**src/rtl/apb_master.sv**
```systemverilog
// apb_master: single-outstanding APB requester.
// Takes read/write commands on a valid/ready port and runs each as a
// SETUP + ACCESS transfer. Returns one response pulse per transfer.
// Optional build macro APB_MASTER_TIMEOUT_EN adds an ACCESS wait counter.
// When the counter reaches TIMEOUT_CYC the transfer is aborted with rsp_err_o.
// Without the macro, ACCESS waits indefinitely and rsp_err_o is tied low.
module apb_master #(
   parameter int ADDR_W      = 4,
   parameter int DATA_W      = 32,
   parameter int TIMEOUT_CYC = 15
) (
   input  logic              clk,
   input  logic              rst,
   input  logic              cmd_valid_i,
   output logic              cmd_ready_o,
   input  logic              cmd_write_i,
   input  logic [ADDR_W-1:0] cmd_addr_i,
   input  logic [DATA_W-1:0] cmd_wdata_i,
   output logic              rsp_valid_o,
   output logic [DATA_W-1:0] rsp_rdata_o,
   output logic              rsp_err_o,
   output logic              psel_o,
   output logic              penable_o,
   output logic              pwrite_o,
   output logic [ADDR_W-1:0] paddr_o,
   output logic [DATA_W-1:0] pwdata_o,
   input  logic [DATA_W-1:0] prdata_i,
   input  logic              pready_i
);

   typedef enum logic [1:0] {
      IDLE   = 2'd0,
      SETUP  = 2'd1,
      ACCESS = 2'd2
   } state_e;

   state_e              state_q,     state_d;
   logic                cmd_ready_q, cmd_ready_d;
   logic                psel_q,      psel_d;
   logic                penable_q,   penable_d;
   logic                pwrite_q,    pwrite_d;
   logic [ADDR_W-1:0]   paddr_q,     paddr_d;
   logic [DATA_W-1:0]   pwdata_q,    pwdata_d;
   logic                rsp_valid_q, rsp_valid_d;
   logic [DATA_W-1:0]   rsp_rdata_q, rsp_rdata_d;

`ifdef APB_MASTER_TIMEOUT_EN
   localparam logic [7:0] TIMEOUT_LIM = 8'(TIMEOUT_CYC);

   logic                rsp_err_q,   rsp_err_d;
   logic [7:0]          wait_cnt_q,  wait_cnt_d;
`endif

   // State and every registered output; all clear asynchronously on reset.
   always_ff @(posedge clk or negedge rst) begin
      if (!rst) begin
         state_q     <= IDLE;
         cmd_ready_q <= 1'b0;
         psel_q      <= 1'b0;
         penable_q   <= 1'b0;
         pwrite_q    <= 1'b0;
         paddr_q     <= '0;
         pwdata_q    <= '0;
         rsp_valid_q <= 1'b0;
         rsp_rdata_q <= '0;
`ifdef APB_MASTER_TIMEOUT_EN
         rsp_err_q   <= 1'b0;
         wait_cnt_q  <= 8'd0;
`endif
      end else begin
         state_q     <= state_d;
         cmd_ready_q <= cmd_ready_d;
         psel_q      <= psel_d;
         penable_q   <= penable_d;
         pwrite_q    <= pwrite_d;
         paddr_q     <= paddr_d;
         pwdata_q    <= pwdata_d;
         rsp_valid_q <= rsp_valid_d;
         rsp_rdata_q <= rsp_rdata_d;
`ifdef APB_MASTER_TIMEOUT_EN
         rsp_err_q   <= rsp_err_d;
         wait_cnt_q  <= wait_cnt_d;
`endif
      end
   end

   // Next-state and next-output logic; outputs are computed one cycle ahead
   // so that everything leaving the block comes straight from a flop.
   always_comb begin
      state_d     = state_q;
      cmd_ready_d = cmd_ready_q;
      psel_d      = psel_q;
      penable_d   = penable_q;
      pwrite_d    = pwrite_q;
      paddr_d     = paddr_q;
      pwdata_d    = pwdata_q;
      rsp_valid_d = 1'b0;
      rsp_rdata_d = rsp_rdata_q;
`ifdef APB_MASTER_TIMEOUT_EN
      rsp_err_d   = 1'b0;
      wait_cnt_d  = wait_cnt_q;
`endif

      unique case (state_q)
         IDLE: begin
            cmd_ready_d = 1'b1;
            psel_d      = 1'b0;
            penable_d   = 1'b0;
            // Accept only when ready is already visible outside.
            // The first cycle after reset therefore never accepts.
            if (cmd_valid_i && cmd_ready_q) begin
               pwrite_d    = cmd_write_i;
               paddr_d     = cmd_addr_i;
               if (cmd_write_i) begin
                  pwdata_d = cmd_wdata_i;
               end
               cmd_ready_d = 1'b0;
               psel_d      = 1'b1;
               state_d     = SETUP;
            end
         end

         SETUP: begin
            psel_d    = 1'b1;
            penable_d = 1'b1;
            state_d   = ACCESS;
`ifdef APB_MASTER_TIMEOUT_EN
            wait_cnt_d = 8'd0;
`endif
         end

         ACCESS: begin
            if (pready_i) begin
               if (!pwrite_q) begin
                  rsp_rdata_d = prdata_i;
               end
               rsp_valid_d = 1'b1;
               psel_d      = 1'b0;
               penable_d   = 1'b0;
               cmd_ready_d = 1'b1;
               state_d     = IDLE;
            end
`ifdef APB_MASTER_TIMEOUT_EN
            else if (wait_cnt_q == TIMEOUT_LIM) begin
               rsp_rdata_d = '0;
               rsp_err_d   = 1'b1;
               rsp_valid_d = 1'b1;
               psel_d      = 1'b0;
               penable_d   = 1'b0;
               cmd_ready_d = 1'b1;
               state_d     = IDLE;
            end else begin
               wait_cnt_d = wait_cnt_q + 8'd1;
            end
`endif
         end

         default: begin
            state_d     = IDLE;
            cmd_ready_d = 1'b0;
            psel_d      = 1'b0;
            penable_d   = 1'b0;
         end
      endcase
   end

   assign cmd_ready_o = cmd_ready_q;
   assign psel_o      = psel_q;
   assign penable_o   = penable_q;
   assign pwrite_o    = pwrite_q;
   assign paddr_o     = paddr_q;
   assign pwdata_o    = pwdata_q;
   assign rsp_valid_o = rsp_valid_q;
   assign rsp_rdata_o = rsp_rdata_q;
`ifdef APB_MASTER_TIMEOUT_EN
   assign rsp_err_o   = rsp_err_q;
`else
   assign rsp_err_o   = 1'b0;
`endif

endmodule

```
**config.mk**
```make
export PLATFORM = sky130hd
export DESIGN_NAME = apb_master
export DESIGN_NICKNAME = d
export VERILOG_FILES = /design/src/rtl/apb_master.sv
export SDC_FILE = /design/constraint.sdc
export NUM_CORES = 1
export LEC_CHECK = 0
export CAP_MARGIN = 40
export CORE_ASPECT_RATIO = 1.4
export CORE_MARGIN = 1
export CORE_UTILIZATION = 40
export DETAILED_ROUTE_END_ITERATION = 10
export GPL_TIMING_DRIVEN = 0
export PLACE_DENSITY_LB_ADDON = 0.1
export SETUP_SLACK_MARGIN = 0.15
export SLEW_MARGIN = 30
export SYNTH_ARGS = -nofsm -noshare
export SYNTH_HDL_FRONTEND = slang
export SYNTH_SLANG_ARGS = --single-unit
```
**constraint.sdc**
```tcl
create_clock -name clk -period 1.8 [get_ports clk]
set_clock_uncertainty 0.05 [all_clocks]
set_input_delay 0.36 -clock clk [delete_from_list [all_inputs] [get_ports clk]]
set_output_delay 0.36 -clock clk [all_outputs]
set_load 0.05 [all_outputs]
```
==> flow_metrics.py, run 1 <==
metrics = {
    "clocking": {
        "cts_setup_buffers": 0,
        "cts-root-buf": "clkbuf_8",
        "clk_latency_ps": 330,
        "clockBufferDepth": 2,
        "cts_tree": "built",
        "cts_buffers": 9,
        "path_clk_slew_ps": 80,
        "h-tree-depth": 3,
        "clock-sinks": 75,
    },
    "placed_design": {
        "pre_cts_slack_ps": -195.4,
        "portBuffers": 145,
        "postPlaceCellArea_um2": 4557,
        "dp.cells": 411,
        "dp_hpwl_mm": 4.771,
        "place_congestion": 0.7981,
    },
    "hold_path": {
        "hold_class": "input pin to register",
    },
    "sta": {
        "final-max-slew-violation-count": 0,
        "finalSetupViolCount": 0,
        "whs_ps": 334.1,
        "period_needed_ps": 1629,
        "fin_crit_sh_pct": 90.51,
        "max_freq_ghz": 0.6138,
        "rsz0062_at_grt": "yes",
        "tightest_slew_ps": 545.8,
        "timing.slew.headroom_pct": 63.62,
        "finalHoldViolations": 0,
        "setup_ws_ps": 170.8,
    },
    "drt": {
        "vias_per_cell": 4.709,
        "dr_total_vias": 2020,
        "dr.pass1.iters": 2,
        "wl_mm": 6.594,
        "drt_iter0_drc": 70,
        "wl_per_cell_um": 15.37,
        "drtAntennaViolNets": 0,
        "drc": 0,
    },
    "critical_path": {
        "critPathLaunchType": "input pin",
        "critPathCaptureType": "register",
        "worstPathMaxFanout": 10,
        "crit_type": "input pin to register",
        "cp.required_ps": 1960,
        "arrival_ps": 1790,
    },
    "layout": {
        "insertedDiodeCount": 0,
        "final_cells": 429,
        "fin_area_um2": 4697,
        "final_nets": 402,
        "fillCellCount": 544,
        "syn_to_final_growth_pct": 58.26,
        "drive_above_1_share_pct": 41.62,
    },
    "logic_synthesis": {
        "synth_cell_types": 18,
        "yosysSeqAreaShare_pct": 63.24,
        "syn_area_per_cell_um2": 17.46,
        "syn_nets": 243,
        "syn_area_um2": 2968,
        "synth_cells": 170,
        "synth_area_leaders": "dfrtp_1, mux2_4, mux2_2",
        "synth_seq_cells": 75,
        "ys_warn_count": 0,
        "synth_top_area_share_pct": 63.24,
        "synth_top_area_cell": "dfrtp_1",
    },
    "global_routing": {
        "grt_pass1_vias": 2145,
        "grt_pass1_wl_mm": 10.25,
        "grt.overflow.total": 0,
        "grt_max_degree": 42,
        "antenna_found_initial": 0,
        "grt_usage_pct": 17.55,
    },
    "floorplan": {
        "die_x_um": 74.80,
        "core_um2": 7072,
        "boundaryPins": 147,
        "die_height_um": 103.9,
        "initial_core_util_pct": 41.97,
        "rows": 36,
        "die_area_um2": 7773,
    },
    "run": {
        "maxCapViolCount": 0,
    },
    "run_status": {
        "status": "finished, final reports clean",
    },
}
cell type report:
type	instances	area, um2	share of cell area (%)
clock buffers	12	165.2	3.516
multi-input cells	85	998.5	21.26
inverters	1	3.754	0.07991
flip-flops and latches	75	1878	39.98
well taps	95	118.9	2.531
clock inverters	4	95.09	2.025
plain buffers	9	133.9	2.850
repair buffers	148	1304	27.76
metrics by stage:
step,TNS [ps],util (%)
global placement,-190100,64.19
global route,0,66.42
CTS,0,67.37
finish,0,66.42
floorplan,0,-
detailed placement,-10550,64.44
metal layers:
metal	up-vias	global-route usage, %	share of wire, %
met4	0	5.795	1.6
met1	1016	20.44	41
met5	-	0	0
li1	902	-	-
met3	9	6.880	7.5
met2	93	28.89	50
critical path, cell delays in order:
cell             delay (ps)
clkdlybuf4s50_1         430
and4bb_2                260
buf_8                   140
nand2_8                 110
buf_8                   150
mux2_2                  330
worst paths after layout:
kind | from | end | slack, ps | depth (start not counted)
worst max-delay path | cmd_valid_i | pwdata_o[19]$_DFFE_PN0P_ | 170 | 6
worst min register to register | penable_o$_DFFE_PN0P_ | penable_o$_DFFE_PN0P_ | 430 | 2
min in group asynchronous | rst | rsp_rdata_o[13]$_DFFE_PN0P_ | 500 | 2
worst min-delay path | pready_i | rsp_valid_o$_DFF_PN0_ | 330 | 2
worst max register to register | state_q[1]$_DFFE_PN0P_ | pwdata_o[30]$_DFFE_PN0P_ | 200 | 5
max in group asynchronous | rst | pwdata_o[3]$_DFFE_PN0P_ | 620 | 3
kinds of logic after synthesis:
kind of cell | synth area share, %
AOI/OAI and AO/OA | 0.7588
buffers and inverters | 3.415
DFF | 63.24
muxes | 29.60
other | 0.1264
and+or+nand+nor | 2.867
Yosys cell counts:
library cell and n:
mux2_2 38, nor3b_1 2, a21oi_1 1, conb_1 1, a211oi_1 1, nand2_1 3
nand2b_1 2, dfrtp_1 75, buf_6 8, o21ai_0 2, mux2_4 30, buf_4 1
and3b_1 1, or2b_1 1, inv_1 1, and4bb_2 1, nand2_4 1, and2_1 1
state kept, by name, summed over array words and instances, names as in the netlist:
signal / flops
pwrite_o: 1
state_q: 2
cmd_ready_o: 1
psel_o: 1
rsp_rdata_o: 32
paddr_o: 4
rsp_valid_o: 1
penable_o: 1
pwdata_o: 32
cell usage in the layout, fill, tap and decap left out, types with 3 or more instances in the layout:
cell type,instances
buf_12,3
clkdlybuf4s15_1,31
mux2_2,38
nand2_1,3
bufinv_16,3
buf_8,5
clkbuf_8,12
dfrtp_1,74
mux2_4,30
clkdlybuf4s50_1,70
clkbuf_2,40
repair_timing:
item	4_1_cts	5_1_grt
hold endpoints to repair	40	0
pin swaps	0	1
hold buffers	1	0
gates cloned	0	1
endpoints found under the setup margin	73	126
resized for setup	96	99
Power of run 1 is left out: the tool's default activity adds up to more than one toggle a clock period on the data nets, which glitch-free logic cannot reach.
==> run 2, diff against run 1 <==
--- a/config.mk
+++ b/config.mk
@@ -5,6 +5,7 @@
 export SDC_FILE = /design/constraint.sdc
 export NUM_CORES = 1
 export LEC_CHECK = 0
+export ABC_AREA = 0
 export CAP_MARGIN = 40
 export CORE_ASPECT_RATIO = 1.4
 export CORE_MARGIN = 1
==> results of run 2 <==
No change in the layout: final DEF, timing and power equal those of run 1.
Power of run 2 is left out for the same reason.
==> run 3, diff against run 2 <==
--- a/config.mk
+++ b/config.mk
@@ -5,7 +5,7 @@
 export SDC_FILE = /design/constraint.sdc
 export NUM_CORES = 1
 export LEC_CHECK = 0
-export ABC_AREA = 0
+export ABC_AREA = 1
 export CAP_MARGIN = 40
 export CORE_ASPECT_RATIO = 1.4
 export CORE_MARGIN = 1
==> constraint.sdc (replaced) <==
create_clock -name clk -period 1.6 [get_ports clk]
set_clock_uncertainty 0.05 [all_clocks]
set_input_delay 0.32 -clock clk [delete_from_list [all_inputs] [get_ports clk]]
set_output_delay 0.32 -clock clk [all_outputs]
set_load 0.05 [all_outputs]
==> run 3 against run 2 <==
  * Cell count grew 38%
  * First-iteration DRC count up 56%
  * Register-to-register slack gained 80 ps
  * Synthesized cell count grew 94%
  * Largest cell class unchanged
==> flow_metrics.py, run 3 <==
metrics = {
    "run": {
        "maxCapViolCount": 0,
    },
    "logic_synthesis": {
        "synth_cells": 329,
        "synth_ff_type": "dfrtp_1",
        "ys_warn_count": 0,
        "synth_cell_types": 13,
        "async_flop_share_pct": 100.0,
        "synth_top_area_cell": "dfrtp_1",
        "syn_nets": 402,
        "synth_seq_cells": 75,
        "synth_area_leaders": "dfrtp_1, nand2_1, nand3_1",
        "synth.most_common_cell": "nand2_1",
        "syn_area_um2": 3013,
        "synth_edf_count": 0,
        "synth_top_area_share_pct": 62.29,
        "synthTopCellsByCount": "nand2_1, dfrtp_1, nand3_1, buf_2, inv_1",
        "yosysSeqAreaShare_pct": 62.29,
        "syn_area_per_cell_um2": 9.158,
    },
    "layout": {
        "final_nets": 562,
        "drive_above_1_share_pct": 24.29,
        "multi_input_area_um2": 994.7,
        "final_cells": 591,
        "final_cell_mix": "nand2_1, buf_2, dfrtp_1",
        "insertedDiodeCount": 0,
        "final_common_cell": "nand2_1",
        "regArea_um2": 1878,
        "fillCellCount": 686,
        "syn_to_final_growth_pct": 47.80,
    },
    "global_routing": {
        "grt_usage_pct": 20.38,
        "antenna_found_initial": 0,
        "grt.overflow.total": 0,
        "grt_pass1_wl_mm": 12.25,
        "grt_max_degree": 40,
        "grt_pass1_vias": 2651,
    },
    "critical_path": {
        "regToRegEndpoint": "rsp_rdata_o[10]$_DFFE_PN0P_",
        "critPathLaunchType": "register",
        "cp-startpoint": "pwrite_o$_DFFE_PN0P_",
        "path_cells": "buf_2",
        "r2r_slack_ps": 280,
        "crit_buf_inv": 1,
        "rr_worst_depth": 6,
        "critPathCaptureType": "primary output",
        "cp_slowest_cell": "dfrtp_1",
        "worstPathMaxFanout": 3,
        "cp.required_ps": 1230,
        "crit_end": "pwrite_o",
        "critical_path_depth": 1,
        "slowest_delay_ps": 420,
        "crit_type": "register to primary output",
        "arrival_ps": 1050,
        "crit_family": "flip-flops",
        "rr_startpoint": "state_q[1]$_DFFE_PN0P_",
    },
    "floorplan": {
        "die_height_um": 104.7,
        "core_um2": 7315,
        "rows": 37,
        "boundaryPins": 147,
        "initial_core_util_pct": 41.19,
        "die_area_um2": 7888,
        "die_x_um": 75.35,
    },
    "drt": {
        "wl_mm": 7.488,
        "vias_per_cell": 4.584,
        "drc": 0,
        "drtAntennaViolNets": 0,
        "wl_per_cell_um": 12.67,
        "dr_total_vias": 2709,
        "drt_iter0_drc": 109,
        "dr.pass1.iters": 4,
    },
    "sta": {
        "period_needed_ps": 1421,
        "finalHoldViolations": 0,
        "setup_ws_ps": 179.3,
        "rsz0062_at_grt": "yes",
        "finalSetupViolCount": 0,
        "fin_crit_sh_pct": 88.79,
        "final-max-slew-violation-count": 0,
        "max_freq_ghz": 0.7039,
    },
    "clocking": {
        "clockBufferDepth": 2,
        "clock-sinks": 75,
        "cts_tree": "built",
        "cts-root-buf": "clkbuf_8",
        "clk_latency_ps": 330,
        "cts_buffers": 9,
        "h-tree-depth": 3,
        "path_clk_slew_ps": 70,
    },
    "placed_design": {
        "place_congestion": 0.7369,
        "portBuffers": 145,
        "dp_hpwl_mm": 5.636,
        "pre_cts_slack_ps": -135.4,
        "dp.cells": 572,
    },
    "pwr": {
        "power_density_nw_per_um2": 2321,
        "report.power.total_mw": 10.34,
        "vdd_drop_max_v": 0.001287,
        "power_leakage_nw": 2.436,
    },
    "hold_path": {
        "hold_class": "register to register",
    },
    "run_status": {
        "status": "finished, final reports clean",
    },
}
run 3: changes by cell type in the layout (fill, tap and decap cells not counted), moves of 31 or more:
cell | before | now
clkdlybuf4s15_1 | 31 | 0
nand3_1 | 0 | 70
mux2_2 | 38 | 0
buf_2 | 0 | 84
clkbuf_2 | 40 | 0
nand2_1 | 3 | 149
run 3: metrics by stage:
step / hold WS (ps) / setup TNS [ps] / instance area [um2] / utilization, %
after global placement: 402.6 / -188510 / 4587 / 62.71
after global routing: 432.7 / 0 / 4453 / 60.88
after floorplan: -25.59 / 0 / 3014 / -
final: 417.1 / 0 / 4453 / 60.88
after CTS: 420.7 / 0 / 4559 / 62.33
after detailed placement: 264.0 / -3740 / 4604 / 62.95
run 3: cells by family (layout without fill, tap and decap cells):
family                 count (synthesis)  count (layout)  synth area share, %
AND/OR/NAND/NOR                      227             228                32.60
flip-flops                            75              75                62.29
buffers and inverters                 26             190                4.984
other                                  1               1               0.1245
run 3: where the power goes:
part	switching, mW	internal, mW	total (mW)
logic	4.49	1.35	5.84
registers	0.465	2.76	3.22
clock network	0.630	0.645	1.28
total	5.58	4.76	10.3
run 3: repair_timing:
action                                  CTS  global route
pin swaps                                 0             2
endpoints found under the setup margin   73            35
gates cloned                              0             1
resized for setup                       321            46
hold buffers                              1             0
buffers inserted                          0             1
hold endpoints to repair                 36             0
run 3: layout make-up:
cell class | count | area share (%)
Inverter | 7 | 0.5901
Buffer | 19 | 2.838
Multi-Input combinational cell | 229 | 22.34
Clock buffer | 14 | 3.653
Sequential cell | 75 | 42.17
Timing Repair Buffer | 148 | 25.46
Tap cell | 97 | 2.725
Clock inverter | 2 | 0.2248
run 3: worst reg2reg max path: stages, from the launching register on:
cell and delay, ps:
dfrtp_1 490, inv_2 80, nor2_4 210, nand2_4 110, buf_6 160, nand2_1 60, nand2_1 50
run 3: routing by layer:
metal,vias up,track usage [%],share of wire [%]
li1,1361,-,-
met1,1236,23.60,39
met2,99,33.86,51
met4,0,7.540,1.7
met3,13,7.136,7.9
met5,-,0,0
run 3: how the worst min path moves through the flow:
stage | startpoint | to | slack (ps) | cells after the start
3_5_place_dp | rst | rsp_rdata_o[8]$_DFFE_PN0P_ | 260 | 1
4_1_cts | pwdata_o[15]$_DFFE_PN0P_ | pwdata_o[15]$_DFFE_PN0P_ | 420 | 2
3_3_place_gp | rsp_rdata_o[30]$_DFFE_PN0P_ | rsp_rdata_o[30]$_DFFE_PN0P_ | 400 | 2
5_1_grt | pwdata_o[25]$_DFFE_PN0P_ | pwdata_o[25]$_DFFE_PN0P_ | 430 | 2
2_1_floorplan | rst | cmd_ready_o$_DFFE_PN0P_ | -30 | 0
6_report | rsp_rdata_o[15]$_DFFE_PN0P_ | rsp_rdata_o[15]$_DFFE_PN0P_ | 420 | 2
(Power assumes the default switching activity.)
